==> src/rtl/dbg_access_ctrl.sv <==
// Debug access controller: halts the CPU at an instruction boundary and sequences
// host register/memory commands through the datapath debug ports.
//
// state      | meaning
// RUN        | CPU running, watching for halt request or breakpoint
// WAIT_BND   | halt requested, waiting for instruction boundary
// STEP       | single-step: one instruction runs, halt at next boundary
// BRK_IDLE   | halted, ready for host command or resume
// EXEC       | one-cycle command execution (strobes fire here)
// MEM_WAIT   | waiting out data memory read latency
// RESP       | response held until the host takes it
module dbg_access_ctrl #(
  parameter int unsigned MEM_RD_LAT = 1
) (
  input  logic       clk,
  input  logic       rst,
  input  logic       brk_req,
  input  logic       bp_hit,
  input  logic       cont_req,
  input  logic       step_req,
  input  logic       instr_boundary,
  input  logic       cmd_valid,
  output logic       cmd_ready,
  input  logic [1:0] cmd_op,
  input  logic [7:0] cmd_addr,
  input  logic [7:0] cmd_wdata,
  output logic       rsp_valid,
  input  logic       rsp_ready,
  output logic [7:0] rsp_data,
  output logic       dbg_is_brk,
  output logic [7:0] dbg_addr_in,
  output logic [7:0] dbg_data_in,
  output logic       dbg_reg_wr,
  output logic       dbg_mem_wr,
  output logic       dbg_mem_rd,
  input  logic [7:0] dbg_reg_dout,
  input  logic [7:0] data_mem_din
);

  typedef enum logic [2:0] {
    S_RUN,
    S_WAIT_BND,
    S_STEP,
    S_BRK_IDLE,
    S_EXEC,
    S_MEM_WAIT,
    S_RESP
  } state_t;

  localparam logic [1:0] OP_REG_RD = 2'b00;
  localparam logic [1:0] OP_REG_WR = 2'b01;
  localparam logic [1:0] OP_MEM_RD = 2'b10;
  localparam logic [1:0] OP_MEM_WR = 2'b11;

  // Counter is loaded with latency-1 so that it reaches zero in the cycle the data is valid.
  localparam logic [1:0] CNT_INIT = (MEM_RD_LAT == 0) ? 2'd0 : 2'(MEM_RD_LAT - 1);

  state_t     state_q, state_d;
  logic [1:0] op_q, op_d;
  logic [7:0] addr_q, addr_d;
  logic [7:0] wdata_q, wdata_d;
  logic [7:0] rdata_q, rdata_d;
  logic [1:0] cnt_q, cnt_d;

  logic       cmd_ready_q, cmd_ready_d;
  logic       rsp_valid_q, rsp_valid_d;
  logic [7:0] rsp_data_q, rsp_data_d;
  logic       dbg_is_brk_q, dbg_is_brk_d;
  logic [7:0] dbg_data_in_q, dbg_data_in_d;
  logic       dbg_reg_wr_q, dbg_reg_wr_d;
  logic       dbg_mem_wr_q, dbg_mem_wr_d;
  logic       dbg_mem_rd_q, dbg_mem_rd_d;

  always_comb begin
    state_d = state_q;
    op_d    = op_q;
    addr_d  = addr_q;
    wdata_d = wdata_q;
    rdata_d = rdata_q;
    cnt_d   = cnt_q;

    case (state_q)
      S_RUN: begin
        if (instr_boundary && (brk_req || bp_hit)) begin
          state_d = S_BRK_IDLE;
        end else if (brk_req) begin
          state_d = S_WAIT_BND;
        end
      end
      S_WAIT_BND: begin
        if (instr_boundary) state_d = S_BRK_IDLE;
      end
      S_STEP: begin
        if (instr_boundary) state_d = S_BRK_IDLE;
      end
      S_BRK_IDLE: begin
        if (cmd_valid) begin
          op_d    = cmd_op;
          addr_d  = cmd_addr;
          wdata_d = cmd_wdata;
          state_d = S_EXEC;
        end else if (step_req) begin
          state_d = S_STEP;
        end else if (cont_req) begin
          state_d = S_RUN;
        end
      end
      S_EXEC: begin
        case (op_q)
          OP_REG_RD: begin
            rdata_d = dbg_reg_dout;
            state_d = S_RESP;
          end
          OP_MEM_RD: begin
            if (MEM_RD_LAT == 0) begin
              rdata_d = data_mem_din;
              state_d = S_RESP;
            end else begin
              cnt_d   = CNT_INIT;
              state_d = S_MEM_WAIT;
            end
          end
          default: begin
            rdata_d = 8'h00;
            state_d = S_RESP;
          end
        endcase
      end
      S_MEM_WAIT: begin
        if (cnt_q == 2'd0) begin
          rdata_d = data_mem_din;
          state_d = S_RESP;
        end else begin
          cnt_d = cnt_q - 2'd1;
        end
      end
      S_RESP: begin
        if (rsp_ready) state_d = S_BRK_IDLE;
      end
      default: state_d = S_RUN;
    endcase
  end

  // Outputs are registered: each is computed from the state being entered.
  always_comb begin
    dbg_is_brk_d  = (state_d == S_BRK_IDLE) || (state_d == S_EXEC) ||
                    (state_d == S_MEM_WAIT) || (state_d == S_RESP);
    cmd_ready_d   = (state_d == S_BRK_IDLE);
    rsp_valid_d   = (state_d == S_RESP);
    rsp_data_d    = (state_d == S_RESP) ? rdata_d : 8'h00;
    dbg_data_in_d = ((state_d == S_EXEC) || (state_d == S_MEM_WAIT) ||
                     (state_d == S_RESP)) ? wdata_d : 8'h00;
    dbg_reg_wr_d  = (state_d == S_EXEC) && (op_d == OP_REG_WR);
    dbg_mem_wr_d  = (state_d == S_EXEC) && (op_d == OP_MEM_WR);
    dbg_mem_rd_d  = (state_d == S_EXEC) && (op_d == OP_MEM_RD);
  end

  always_ff @(posedge clk) begin
    if (rst) begin
      state_q       <= S_RUN;
      op_q          <= 2'b00;
      addr_q        <= 8'h00;
      wdata_q       <= 8'h00;
      rdata_q       <= 8'h00;
      cnt_q         <= 2'd0;
      cmd_ready_q   <= 1'b0;
      rsp_valid_q   <= 1'b0;
      rsp_data_q    <= 8'h00;
      dbg_is_brk_q  <= 1'b0;
      dbg_data_in_q <= 8'h00;
      dbg_reg_wr_q  <= 1'b0;
      dbg_mem_wr_q  <= 1'b0;
      dbg_mem_rd_q  <= 1'b0;
    end else begin
      state_q       <= state_d;
      op_q          <= op_d;
      addr_q        <= addr_d;
      wdata_q       <= wdata_d;
      rdata_q       <= rdata_d;
      cnt_q         <= cnt_d;
      cmd_ready_q   <= cmd_ready_d;
      rsp_valid_q   <= rsp_valid_d;
      rsp_data_q    <= rsp_data_d;
      dbg_is_brk_q  <= dbg_is_brk_d;
      dbg_data_in_q <= dbg_data_in_d;
      dbg_reg_wr_q  <= dbg_reg_wr_d;
      dbg_mem_wr_q  <= dbg_mem_wr_d;
      dbg_mem_rd_q  <= dbg_mem_rd_d;
    end
  end

  assign cmd_ready   = cmd_ready_q;
  assign rsp_valid   = rsp_valid_q;
  assign rsp_data    = rsp_data_q;
  assign dbg_is_brk  = dbg_is_brk_q;
  assign dbg_addr_in = addr_q;
  assign dbg_data_in = dbg_data_in_q;
  assign dbg_reg_wr  = dbg_reg_wr_q;
  assign dbg_mem_wr  = dbg_mem_wr_q;
  assign dbg_mem_rd  = dbg_mem_rd_q;

endmodule

==> config.mk <==
export PLATFORM = sky130hd
export DESIGN_NAME = dbg_access_ctrl
export DESIGN_NICKNAME = d
export VERILOG_FILES = /design/src/rtl/dbg_access_ctrl.sv
export SDC_FILE = /design/constraint.sdc
export NUM_CORES = 1
export LEC_CHECK = 0
export ABC_AREA = 1
export CAP_MARGIN = 10
export CORE_UTILIZATION = 44
export CTS_BUF_LIST = sky130_fd_sc_hd__clkbuf_16
export CTS_CLUSTER_DIAMETER = 120
export DETAILED_ROUTE_END_ITERATION = 8
export GPL_TIMING_DRIVEN = 0
export HOLD_SLACK_MARGIN = 0.02
export PLACE_DENSITY = 0.78
export SLEW_MARGIN = 0
export SYNTH_ARGS = -nofsm -noshare
export SYNTH_HDL_FRONTEND = slang
export SYNTH_SLANG_ARGS = --single-unit
==> constraint.sdc <==
create_clock -name clk -period 1.4 [get_ports clk]
set_input_delay 0.14 -clock clk [delete_from_list [all_inputs] [get_ports clk]]
set_output_delay 0.14 -clock clk [all_outputs]
set_load 0.05 [all_outputs]
=== Word level (Yosys, flattened, before mapping) ===
Index checks and enable logic that the tools add are counted.

* Bitwise gates (word level): 2
* $add $sub $neg: 1
* Equal/unequal tests: 16
* Reduce and logical (&&, ||, !) cells: 19
* Multiplexer cells: 20

{| class="wikitable"
|+ Operator list
! cell !! number
|-
| 8-bit one-hot mux with 2 select lines || 2
|-
| 3-bit 2-to-1 mux || 8
|-
| 8-bit 2-to-1 mux || 3
|-
| 3-bit == test (second input constant) || 6
|-
| 3-bit one-hot mux with 6 select lines || 1
|-
| 2-bit 2-to-1 mux || 5
|-
| 3-bit by 2-bit == test with 1-bit output (second input constant) || 3
|-
| 2-bit == test (second input constant) || 3
|-
| 1-bit logical OR || 6
|-
| 2-bit OR reduction || 3
|-
| 1-bit logical AND || 4
|-
| 2-bit zero test || 2
|-
| 2-bit != test (second input constant) || 2
|-
| 2-bit one-hot mux with 2 select lines || 1
|-
| 3-bit by 1-bit == test with 1-bit output (second input constant) || 1
|-
| 3-bit zero test || 1
|-
| 3-bit AND reduction || 1
|-
| 2-bit by 1-bit == test with 1-bit output (second input constant) || 1
|-
| 1-bit inverter || 2
|-
| 2-bit AND reduction || 1
|-
| 2-bit nonzero test || 1
|-
| 2-bit by 1-bit subtractor with 2-bit output (second input constant) || 1
|}

* Register bits after elaboration: 53
* Bits of input ports: 43
* Output and inout port bits: 30

=== Depth between registers and ports, before layout ===
* Depth after elaboration: 9
* Mapped depth: 10
* Depth with buffers taken out: 9

=== Worst setup path after synthesis ===
OpenSTA, ideal clock, no wires.

* Path type: reg-to-reg
* Start: register state_q[0]
* End: register wdata_q[7]
* Clock period less this slack: 1338 ps
* Path slack: 62 ps
* Library setup time: 128 ps
* Stages on the path, launching flop included: 9
* Data arrival time: 1210 ps
* Cell sequence: dfxtp_1 -> buf_2 -> nand2_4 -> nor2_4 -> nand2_2 -> buf_6 -> buf_6 -> mux2i_1 -> nor2_1

* Word-level cells in the longest chain between the ends: 2

{| class="wikitable"
|+ RTL lines
! what !! line !! source
|-
| start: declaration || 58 || <nowiki>state_t state_q, state_d;</nowiki>
|-
| start signal: assignment || 175 || <nowiki>state_q <= state_d;</nowiki>
|-
| 3-bit by 2-bit == test with 1-bit output || 82 || <nowiki>case (state_q)</nowiki>
|-
| 8-bit 2-to-1 mux || 82 ||
|-
| end signal: assignment || 178 || <nowiki>wdata_q <= wdata_d;</nowiki>
|-
| end: declaration || 61 || <nowiki>logic [7:0] wdata_q, wdata_d;</nowiki>
|}

No other way between the ends.
A chain may end at the register's enable or synchronous reset.

=== Worst setup path in the final report ===
* Start: register cnt_q[1]
* End: register rsp_data_q[3] (netlist: rsp_data[3])

* Word-level cells in the longest chain between the ends: 6

{| class="wikitable"
|+ RTL lines
! what !! line !! source
|-
| start: declaration || 63 || <nowiki>logic [1:0] cnt_q, cnt_d;</nowiki>
|-
| start signal: assignment || 180 || <nowiki>cnt_q <= cnt_d;</nowiki>
|-
| 2-bit zero test * || 130 || <nowiki>if (cnt_q == 2'd0) begin</nowiki>
|-
| 3-bit 2-to-1 mux || 130 ||
|-
| 3-bit one-hot mux with 6 select lines || 82 ||
|-
| 3-bit == test || 150 || <nowiki>rsp_data_d = (state_d == S_RESP) ? rdata_d : 8'h00;</nowiki>
|-
| 1-bit inverter (no line) || -- ||
|-
| 2-bit OR reduction (no line) || -- ||
|-
| end signal: assignment || 183 || <nowiki>rsp_data_q <= rsp_data_d;</nowiki>
|-
| end: declaration || 67 || <nowiki>logic [7:0] rsp_data_q, rsp_data_d;</nowiki>
|}

Every way passes the cells marked *; elsewhere a longest branch is shown, timed or not.

==> insert_results.sql <==
INSERT INTO impl_metrics (metric_group, metric, value, unit) VALUES
('floorplan', 'floorplan.die_area', '5010', 'µm²'),
('hold_path', 'whs_endpoint', 'dbg_addr_in[4]$_SDFFE_PP0P_', ''),
('global_route', 'grt_overflow_total', '0', ''),
('worst_setup_path', 'cp_num_buf_inv', '2', ''),
('finish', 'insertedDiodeCount', '0', ''),
('floorplan', 'die_y', '70.8', 'µm'),
('route', 'dr_total_vias', '2001', ''),
('sta', 'layout_min_cycle_time', '1.41', 'ns'),
('global_route', 'grt_antenna_before_repair', '0', ''),
('worst_setup_path', 'r2r-start', 'cnt_q[1]$_SDFFE_PP0P_', ''),
('worst_setup_path', 'rr_endpoint', 'rsp_data[3]$_SDFF_PP0_', ''),
('yosys', 'synth_nets', '320', ''),
('sta', 'total_of_endpoints_with_negative_setup_slack_in_the_final_report', '5', ''),
('run', 'maxCapViolCount', '0', ''),
('sta', 'final_worst_setup_slack', '-0.00606', 'ns'),
('placed_design', 'dpl.hpwl', '3290', 'µm'),
('worst_setup_path', 'worstPathCellList', 'inv_2, ha_4, nand4_1, buf_6, nand3b_1, nor2_2, nand2_4, nand2_4, nor2_1', ''),
('floorplan', 'fp-row-count', '24', ''),
('finish', 'final_common_cell', 'nand2_1', ''),
('yosys', 'syn-mean-instance-area', '7.55', 'µm²'),
('sta', 'finalCritPeriodShare', '1.00', ''),
('floorplan', 'die_x_extent', '70.8', 'µm'),
('finish', 'finish.instance_area', '3270', 'µm²'),
('sta', 'worst_max_slew_pin_slew', '0.528', 'ns'),
('worst_setup_path', 'worst_r2r_path_depth', '9', ''),
('global_route', 'global_route.usage.total', '0.200', ''),
('run_status', 'failing_checks', 'setup timing', ''),
('yosys', 'seq_area_frac_synth', '0.509', ''),
('hold_path', 'hold_path.startpoint', 'cmd_addr[4]', ''),
('sta', 'grt_setup_unrepaired', 'yes', ''),
('route', 'route.final.wire_length', '5170', 'µm'),
('worst_setup_path', 'path_delay_family', 'simple AND/OR/NAND/NOR gates', ''),
('route', 'postRouteAntennaNets', '0', ''),
('sta', 'worst_slew_margin_rel', '0.648', ''),
('hold_path', 'min-delay-path-class', 'input port to register', ''),
('clocking', 'clock_tree_from_tritoncts', 'built', ''),
('worst_setup_path', 'setup.worst_path.class', 'register to register', ''),
('clocking', 'cts_max_path_buffers', '2', ''),
('run_status', 'status', 'finished with violations', ''),
('finish', 'fin_nets', '413', ''),
('yosys', 'synth.cell_area', '2080', 'µm²'),
('global_route', 'grt_pass1_vias', '1883', ''),
('route', 'detail_route.vias_per_cell', '4.75', ''),
('finish', 'layout-drive-gt1-share', '0.179', ''),
('clocking', 'worstSkewPairLatency', '0.28', 'ns'),
('sta', 'finalClockSkew', '0.00216', 'ns'),
('worst_setup_path', 'worst_ep_arrival_time', '1.59', 'ns'),
('finish', 'final_core_util', '0.736', ''),
('clocking', 'h-tree-depth', '2', ''),
('yosys', 'synth-warning-count', '0', ''),
('floorplan', 'design.core.area', '4440', 'µm²'),
('placed_design', 'io_buffer_count', '72', ''),
('global_route', 'first_pass_grt_wire_length', '7980', 'µm'),
('worst_setup_path', 'worstPathMaxFanout', '5', ''),
('floorplan', 'start_util', '0.469', ''),
('clocking', 'clk_transition_reported_paths', '0.06', 'ns'),
('finish', 'mostFrequentLayoutCells', 'nand2_1 (57), nor2_1 (52), dfxtp_1 (49)', ''),
('yosys', 'yosysUniqueCellTypes', '25', ''),
('worst_setup_path', 'cell_repeated_most_along_the_worst_path', 'nand2_4', ''),
('worst_setup_path', 'startpoint_type', 'register', ''),
('route', 'post_drt_wl_per_cell', '12.3', 'µm'),
('worst_setup_path', 'type_of_destination_of_the_critical_path', 'register', ''),
('yosys', 'post_synth_inst_count', '276', ''),
('worst_setup_path', 'setup.reg_to_reg.worst_slack', '-0.006', 'ns'),
('placed_design', 'globalplace.congestion', '0.826', ''),
('route', 'drc', '0', ''),
('global_route', 'grt_max_degree', '16', ''),
('power_and_ir_drop', 'p_per_area', '1210', 'nW/µm²'),
('route', 'first_iter_violations', '124', ''),
('sta', 'fmax', '711', 'MHz'),
('power_and_ir_drop', 'cellLeakagePower', '1.64', 'nW');
[flip-flops by register name (all words and copies together), names as in the netlist]
signal / cells
rsp_valid: 1
op_q: 2
dbg_reg_wr: 1
rdata_q: 8
dbg_is_brk: 1
wdata_q: 8
dbg_addr_in: 8
dbg_mem_rd: 1
cnt_q: 2
dbg_mem_wr: 1
state_q: 3
cmd_ready: 1
dbg_data_in: 8
rsp_data: 8
[per-layer routing]
metal  part of all wire  GRT usage  up-vias
li1                   -          -     1029
met1               0.43      0.236      897
met5                  0          0        -
met4              0.018     0.0889        0
met3              0.047     0.0499       11
met2               0.50      0.345       64
[how the worst max path moves through the flow]
| stage | start | endpoint | slack [ns] | cells after the start |
|---|---|---|---|---|
| floorplan | state_q[0]$_SDFF_PP0_ | wdata_q[7]$_SDFF_PP0_ | 0.06 | 8 |
| global placement | rst | wdata_q[1]$_SDFF_PP0_ | -0.23 | 4 |
| detailed placement | rst | wdata_q[0]$_SDFF_PP0_ | -0.25 | 4 |
| CTS | state_q[0]$_SDFF_PP0_ | wdata_q[7]$_SDFF_PP0_ | 0.007 | 8 |
| global route | cnt_q[0]$_SDFFE_PP0P_ | rsp_data[3]$_SDFF_PP0_ | -0.06 | 9 |
| finish | cnt_q[1]$_SDFFE_PP0P_ | rsp_data[3]$_SDFF_PP0_ | -0.006 | 9 |
[cells in the mapped netlist (all sizes together)]
cell,count,share of area
nand2,72,0.14
nor2,57,0.11
dfxtp,53,0.51
inv,37,0.067
o21ai,14,0.035
a21oi,10,0.024
mux2i,8,0.038
nand3,8,0.022
buf,5,0.021
clkbuf,3,0.0054
nor3,3,0.012
nand4,2,0.0060
and2,1,0.0030
ha,1,0.0060
nand3b,1,0.0036
or2,1,0.0030
[stage by stage]
stage	TNS (ns)	total power [mW]	worst slack [ns]	std cells
3_5_place_dp	-4.80	2.60	-0.247	400
6_report	-0.0203	3.97	-0.00606	421
4_1_cts	0	3.82	0.00732	414
5_1_grt	-0.416	4.17	-0.0596	421
3_3_place_gp	-3.79	2.59	-0.231	400
2_1_floorplan	0	2.29	0.0624	276
[report_power, final]
group          switching [mW]  total [mW]  internal (mW)
Combinational           0.685        1.14          0.459
Sequential             0.0766        1.69           1.62
Clock                   0.488        1.13          0.645
Total                    1.25        3.97           2.72
[final cells by class]
| cell class | instances | area, µm² | share of cell area |
|---|---|---|---|
| inverters | 37 | 141 | 0.0432 |
| clock inverters | 2 | 11.3 | 0.00344 |
| flip-flops and latches | 53 | 1070 | 0.328 |
| repair buffers | 86 | 821 | 0.251 |
| well taps | 52 | 65.1 | 0.0199 |
| clock buffers | 5 | 125 | 0.0383 |
| multi-input cells | 179 | 968 | 0.296 |
| plain buffers | 7 | 66.3 | 0.0203 |
[worst register-to-register path, cell delays in order, from the launching register on]
cell      delay, ns
dfxtp_2        0.34
inv_2          0.05
ha_4           0.15
nand4_1        0.09
buf_6          0.14
nand3b_1       0.09
nor2_2         0.17
nand2_4        0.11
nand2_4        0.12
nor2_1         0.05
[what timing repair did]
action / 4_1_cts / 5_1_grt
pin swaps: 2 / 13
setup buffers: 7 / 7
cloned: 0 / 1
resized for setup: 40 / 43
endpoints found under the setup margin: 55 / 42
hold buffers: 0 / 0
[kinds of logic (layout without fill, tap and decap cells)]
| family | count (synthesis) | in the layout | share of synthesized area |
|---|---|---|---|
| fa+ha+maj | 1 | 1 | 0.00601 |
| simple gates | 145 | 146 | 0.294 |
| flops | 53 | 53 | 0.509 |
| compound gates | 24 | 24 | 0.0595 |
| mux | 8 | 8 | 0.0384 |
| buf+inv | 45 | 137 | 0.0931 |
(Power assumes the default switching activity.)
